[config.mk]
export PLATFORM = sky130hd
export DESIGN_NAME = perm_restore
export DESIGN_NICKNAME = d
export VERILOG_FILES = /design/src/rtl/perm_restore.sv
export SDC_FILE = /design/constraint.sdc
export NUM_CORES = 1
export LEC_CHECK = 0
export ABC_AREA = 1
export CORE_MARGIN = 2
export CORE_UTILIZATION = 30
export CTS_BUF_LIST = sky130_fd_sc_hd__clkbuf_4 sky130_fd_sc_hd__clkbuf_8
export CTS_CLUSTER_SIZE = 10
export DETAILED_ROUTE_END_ITERATION = 12
export HOLD_SLACK_MARGIN = 0.06
export PLACE_DENSITY = 0.59
export SYNTH_ARGS = -nofsm -noshare
export SYNTH_HDL_FRONTEND = slang
export SYNTH_SLANG_ARGS = --single-unit
export TNS_END_PERCENT = 1
[constraint.sdc]
create_clock -name clk -period 2.9 [get_ports clk]
set_input_delay 0.58 -clock clk [delete_from_list [all_inputs] [get_ports clk]]
set_output_delay 0.58 -clock clk [all_outputs]
set_load 0.1 [all_outputs]
[src/rtl/perm_restore.sv]
// Inverse of the four-element sorting network. It accepts a sorted word together with
// the rank of each original element, then streams the elements back out in original order.
module perm_restore #(
    parameter int W = 4
) (
    input  logic           clk,
    input  logic           nrst,
    input  logic           in_valid,
    output logic           in_ready,
    input  logic [4*W-1:0] sorted,
    input  logic [7:0]     perm,
    output logic           out_valid,
    input  logic           out_ready,
    output logic [W-1:0]   out_data,
    output logic [1:0]     out_idx,
    output logic           out_last,
    output logic           err
);

    typedef enum logic [0:0] {
        IDLE = 1'b0,
        SEND = 1'b1
    } state_t;

    state_t         state_q, state_d;
    logic [1:0]     j_q, j_d;
    logic [4*W-1:0] sorted_q, sorted_d;
    logic [7:0]     perm_q, perm_d;
    logic           err_q, err_d;

    // The perm word is usable only if its four rank fields are pairwise distinct.
    function automatic logic perm_is_valid(input logic [7:0] p);
        logic [1:0] f0, f1, f2, f3;
        f0 = p[1:0];
        f1 = p[3:2];
        f2 = p[5:4];
        f3 = p[7:6];
        return (f0 != f1) && (f0 != f2) && (f0 != f3) &&
               (f1 != f2) && (f1 != f3) && (f2 != f3);
    endfunction

    function automatic logic [1:0] perm_field(input logic [7:0] p, input logic [1:0] j);
        case (j)
            2'd0:    return p[1:0];
            2'd1:    return p[3:2];
            2'd2:    return p[5:4];
            2'd3:    return p[7:6];
            default: return 2'd0;
        endcase
    endfunction

    function automatic logic [W-1:0] slot_sel(input logic [4*W-1:0] s, input logic [1:0] k);
        case (k)
            2'd0:    return s[W-1:0];
            2'd1:    return s[2*W-1:W];
            2'd2:    return s[3*W-1:2*W];
            2'd3:    return s[4*W-1:3*W];
            default: return '0;
        endcase
    endfunction

    // Next-state logic: accept or reject a word in IDLE, then step through the four beats.
    always_comb begin
        state_d  = state_q;
        j_d      = j_q;
        sorted_d = sorted_q;
        perm_d   = perm_q;
        err_d    = 1'b0;
        case (state_q)
            IDLE: begin
                if (in_valid) begin
                    if (perm_is_valid(perm)) begin
                        sorted_d = sorted;
                        perm_d   = perm;
                        j_d      = 2'd0;
                        state_d  = SEND;
                    end else begin
                        err_d = 1'b1;
                    end
                end else begin
                    err_d = 1'b0;
                end
            end
            SEND: begin
                if (out_ready) begin
                    if (j_q == 2'd3) begin
                        j_d     = 2'd0;
                        state_d = IDLE;
                    end else begin
                        j_d = j_q + 2'd1;
                    end
                end else begin
                    j_d = j_q;
                end
            end
            default: begin
                state_d = IDLE;
                j_d     = 2'd0;
            end
        endcase
    end

    // State and captured-word registers.
    always_ff @(posedge clk or negedge nrst) begin
        if (!nrst) begin
            state_q  <= IDLE;
            j_q      <= 2'd0;
            sorted_q <= '0;
            perm_q   <= 8'd0;
            err_q    <= 1'b0;
        end else begin
            state_q  <= state_d;
            j_q      <= j_d;
            sorted_q <= sorted_d;
            perm_q   <= perm_d;
            err_q    <= err_d;
        end
    end

    // Outputs decode registered state only, so nothing on the inputs reaches them combinationally.
    always_comb begin
        in_ready  = (state_q == IDLE);
        out_valid = (state_q == SEND);
        err       = err_q;
        if (state_q == SEND) begin
            out_data = slot_sel(sorted_q, perm_field(perm_q, j_q));
            out_idx  = j_q;
            out_last = (j_q == 2'd3);
        end else begin
            out_data = '0;
            out_idx  = 2'd0;
            out_last = 1'b0;
        end
    end

endmodule

Word-level counts from Yosys, hierarchy flattened
Index checks and enable logic that the tools add are counted. W data, S select, Z words.

Register bits: 28. Input bits: 28. Output and inout port bits: 10. Word-level logic and storage cells: 50.

Add/sub/neg operators: 1. Equal/unequal tests: 15. Multiplexer cells: 19. Bitwise logic cells: 1. Reductions and logical operators: 9.

Operator list (count): $pmux W4 S4 (1); $mux W2 (6); $ne A2 B2 Y1 (6); $eq A2 B2 Y1 const B (4); $mux W1 (8); $pmux W2 S4 (1); $reduce_and A3 Y1 (2); $logic_and A1 B1 Y1 (5); $eq A2 B1 Y1 const B (2); $logic_not A2 Y1 (2); $mux W4 (1); $ne A2 B2 Y1 const B (2); $pmux W2 S2 (1); $add A2 B1 Y2 const B (1); $ne A2 B1 Y1 const B (1); $pmux W1 S2 (1); $not A1 Y1 (1).

Depth between registers and ports, before layout
Depth in word-level cells: 9. Gate-level depth with buffers: 12. Depth with buffers taken out: 12.

Worst setup path after synthesis
No wires, ideal clock.

Path kind: register to output. Start: register state_q (netlist: out_valid). End: output port out_data[2]. Arrival: 2.058 ns. Required time: 2.320 ns. Setup slack: 0.262 ns. Stages on the path, launching flop included: 6. Path buffers: 1. Cells stage by stage: dfrtp_1 clkbuf_1 nand2_1 inv_2 nand2_1 inv_1.

Word-level cells in the longest chain between the ends: 1.

RTL lines: start, declared (RTL line 25) `state_t state_q, state_d;`; start signal, assigned (RTL line 112) `state_q <= state_d;`; $mux W4 (RTL line 125) `if (state_q == SEND) begin`; end, declared (RTL line 14) `output logic [W-1:0] out_data,`.

No other way between the ends.

Worst setup path after layout
Start: register j_q[0]. End: output port out_data[0].

Word-level cells in the longest chain between the ends: 6. Elaborated cells on any way between the ends: 12. Those cells by class: eq/ne: 6; mux: 4; reduce/logical: 2.

RTL lines: start, declared (RTL line 26) `logic [1:0] j_q, j_d;`; start signal, assigned (RTL line 113) `j_q <= j_d;`; $eq A2 B2 Y1, or another cell as far along (RTL line 43) `case (j)`; $pmux W2 S4 (*) (RTL line 43); $mux W2 (*) (RTL line 125); $eq A2 B2 Y1, or another cell as far along (RTL line 53) `case (k)`; $pmux W4 S4 (*) (RTL line 53); $mux W4 (*) (RTL line 125).

Every way passes the cells marked *; elsewhere a longest branch is shown, timed or not. The select of a mux whose other input is x is not followed.

==> results.sh <==
export IMPL_status="complete, no violations"
export IMPL_synthAdderAreaFrac_pct=2.87
export IMPL_regArea_sq_um=701
export IMPL_hold_violations=0
export IMPL_grt_setup_unrepaired="false"
export IMPL_worstMarginPinSlew_ns=0.528
export IMPL_worst_ep_required_time_ns=2.32
export IMPL_switching_power_w=0.00147
export IMPL_drt_wirelength_per_cell_microns=10.1
export IMPL_end_kind="output port"
export IMPL_reg2reg_to="perm_q[7]"
export IMPL_routed_wl_microns=3400
export IMPL_ctsResizeCount=0
export IMPL_finClkSkew_ns=0.00458
export IMPL_cts_tree="built"
export IMPL_postCtsSetupRepairBufs=0
export IMPL_port_buffers=37
export IMPL_cap_violations=0
export IMPL_clk_latency_ns=0.27
export IMPL_synth_top_family_by_area="simple AND/OR/NAND/NOR gates"
export IMPL_seqPwrFrac_pct=25.8
export IMPL_synth_cell_area_sq_mm=0.00174
export IMPL_power_density_mw_per_mm2=1230
export IMPL_drive_above_1_share_pct=22.0
export IMPL_coreArea_sq_mm=0.00557
export IMPL_grt_pass1_wl_microns=6090
export IMPL_hold_path_startpoint="sorted_q[4]"
export IMPL_synth_warnings=0
export IMPL_die_h_microns=80.3
export IMPL_n_fill_cell=595
export IMPL_synth_compound_area_share_pct=13.3
export IMPL_syn_to_final_growth_pct=29.3
export IMPL_fmax_ghz=0.375
export IMPL_numCtsBuffers=3
export IMPL_cpPeakStageDelay_ns=0.43
export IMPL_n_antenna_cell=0
export IMPL_synth_xor_area_share_pct=2.51
export IMPL_overflow=0
export IMPL_worstPathArrival_ns=2.09
export IMPL_cp_start_kind="flop"
export IMPL_cpMostUsedCell="inv_1"
export IMPL_yosysUniqueCellTypes=21
export IMPL_r2r_start="out_valid"
export IMPL_synthMuxAreaShare_pct=0
export IMPL_combPwrFrac_pct=65.5
export IMPL_top_level_ports=38
export IMPL_viasPerCell=4.26
export IMPL_post_route_min_period_ns=2.67
export IMPL_final_core_util_pct=40.4
export IMPL_worstHoldPathType="reg -> reg"
export IMPL_die_area_sq_mm=0.00644
export IMPL_synth_seq_cells=28
export IMPL_yosys_area_share_simple_pct=28.0
export IMPL_vdd_drop_max_mv=0.891
export IMPL_hpwlAfterDp_microns=2620
export IMPL_cts_sinks=28
export IMPL_clkSlewWorstSetupHoldPaths_ns=0.09
export IMPL_place_ws_ns=0.450
export IMPL_clockBufferDepth=2
export IMPL_synth_fp_nets=259
export IMPL_dr_pass1_iters=4
export IMPL_layout_setup_ws_ns=0.235
export IMPL_regToRegSetupSlack_ns=1.18
export IMPL_cts_root_buf="clkbuf_8"
export IMPL_pwr_share_clk_pct=8.7
export IMPL_cp_max_fo=9
export IMPL_first_global_vias=1375
export IMPL_synth_top_area_cell="dfrtp_1"
export IMPL_nets=297
export IMPL_synth_seq_area_share_pct=40.2
export IMPL_grt_use_total_pct=11.6
export IMPL_leakage_nw=1.20
export IMPL_cts_hold_buf=0
export IMPL_drv_slew=0
export IMPL_swShare_pct=52.9
export IMPL_timing_max_slew_rel_slack_pct=64.8
export IMPL_multiInputGateArea_sq_um=813
export IMPL_synth_avg_cell_area_sq_um=7.68
export IMPL_grt_max_degree=29
export IMPL_antenna_found_initial=0
export IMPL_p_int_w=0.00131
export IMPL_whs_ns=0.489
export IMPL_worstPathCellList="inv_1, ha_1, inv_1, nand2_1, nor2_1, nor2_4, inv_2, o21ai_0, nand3_1, nand2_1, inv_1, buf_12"
export IMPL_synthTopCellsByArea="dfrtp_1 (40%), nand2_1 (17%), o21ai_2 (12%), inv_1 (6.7%), nand3_1 (4.3%)"
export IMPL_syn_inst=227
export IMPL_floorplan_initialDensity_pct=31.3
export IMPL_hold_path_end="sorted_q[4]"
export IMPL_ant_nets=0
export IMPL_htreeDepth=1
export IMPL_reg2reg_depth=5
export IMPL_rows=27
export IMPL_synth_top_area_share_pct=40.2
export IMPL_setup_viol=0
export IMPL_gp_congestion=0.786
export IMPL_remaining_drc_errors=0
export IMPL_critPathSlowestCell="dfrtp_1"
export IMPL_whs_path_depth=2
export IMPL_die_w_microns=80.3
export IMPL_drtIter0Drc=58
export IMPL_finalSetupTns_ns=0
export IMPL_crit_type="reg -> out"
export IMPL_period_share_pct=91.9
export IMPL_num_vias=1433
-- layer usage --
metal	wire, microns	global-route usage, %	up-vias
met5	0	0	-
met4	15	1.53	0
met3	182	1.69	2
met2	1560	20.5	40
met1	1640	15.4	625
li1	-	-	766
-- flip-flops by register name, summed over array words and instances, names as in the netlist --
register   cells
err            1
j_q            2
out_valid      1
perm_q         8
sorted_q      16
-- stage by stage --
step	area, sq um	power [W]	std cells
after floorplan	1740	0.00203	227
after global placement	2200	0.00254	332
after detailed placement	2200	0.00256	332
after CTS	2250	0.00280	336
after global routing	2250	0.00298	336
final	2250	0.00278	336
-- how the worst max path moves through the flow --
stage / from / endpoint / slack [ns] / cells past startpoint
final: j_q[0] / out_data[0] / 0.23 / 12
after global routing: j_q[0] / out_data[3] / 0.03 / 12
after CTS: j_q[0] / out_data[0] / 0.20 / 12
after detailed placement: perm[7] / perm_q[7] / 0.45 / 11
after global placement: perm[7] / sorted_q[10] / 0.46 / 11
after floorplan: out_valid / out_data[2] / 0.26 / 5
-- cell usage after synthesis (all sizes together) --
master,n
nor3,2
dfrtp,28
nand3b,4
nand2,81
ha,4
clkbuf,1
nand4,1
buf,6
nor2,5
nand3,16
or2,1
inv,44
xnor2,5
o21ai,29
-- cell families after synthesis --
family | Yosys count
and+or+nand+nor | 110
DFF | 28
adders and majority gates | 4
AOI/OAI and AO/OA | 29
buffers and inverters | 51
xor gates and xnor gates | 5
-- power by group through the flow --
stage	combinational, W	clock (W)	sequential, W
after global routing	0.00197	0.000266	0.000747
after detailed placement	0.00183	0	0.000729
after global placement	0.00182	0	0.000727
after floorplan	0.00129	0	0.000745
final	0.00182	0.000241	0.000718
after CTS	0.00183	0.000248	0.000722
-- critical path: cells and delay by family, from the launching register on --
kind | cells | cell delay [ns]
DFF | 1 | 0.43
adders and majority gates | 1 | 0.20
AOI/OAI and AO/OA | 1 | 0.10
and+or+nand+nor | 5 | 0.48
buffers and inverters | 5 | 0.61
-- placed cells by master (no fill, tap or decap), types with 2 or more instances in the layout --
| cell type | count |
|---|---|
| o21ai_2 | 23 |
| clkbuf_8 | 4 |
| nor3_1 | 2 |
| nand3b_1 | 4 |
| nor2_1 | 3 |
| nand2_1 | 79 |
| o21ai_1 | 2 |
| buf_4 | 8 |
| xnor2_1 | 5 |
| nand3_1 | 15 |
| clkdlybuf4s50_1 | 27 |
| o21ai_0 | 4 |
| buf_12 | 5 |
| inv_1 | 31 |
| nand2_2 | 2 |
| inv_2 | 13 |
| dfrtp_1 | 28 |
| nor2_4 | 2 |
| ha_1 | 4 |
-- cell type report --
class | instances | area share, %
multi-input combinational | 148 | 36.1
inverter | 44 | 7.33
clock buffer | 4 | 2.44
timing repair buffer | 40 | 19.1
tap | 72 | 4.00
sequential | 28 | 31.1
(Power assumes the default switching activity.)
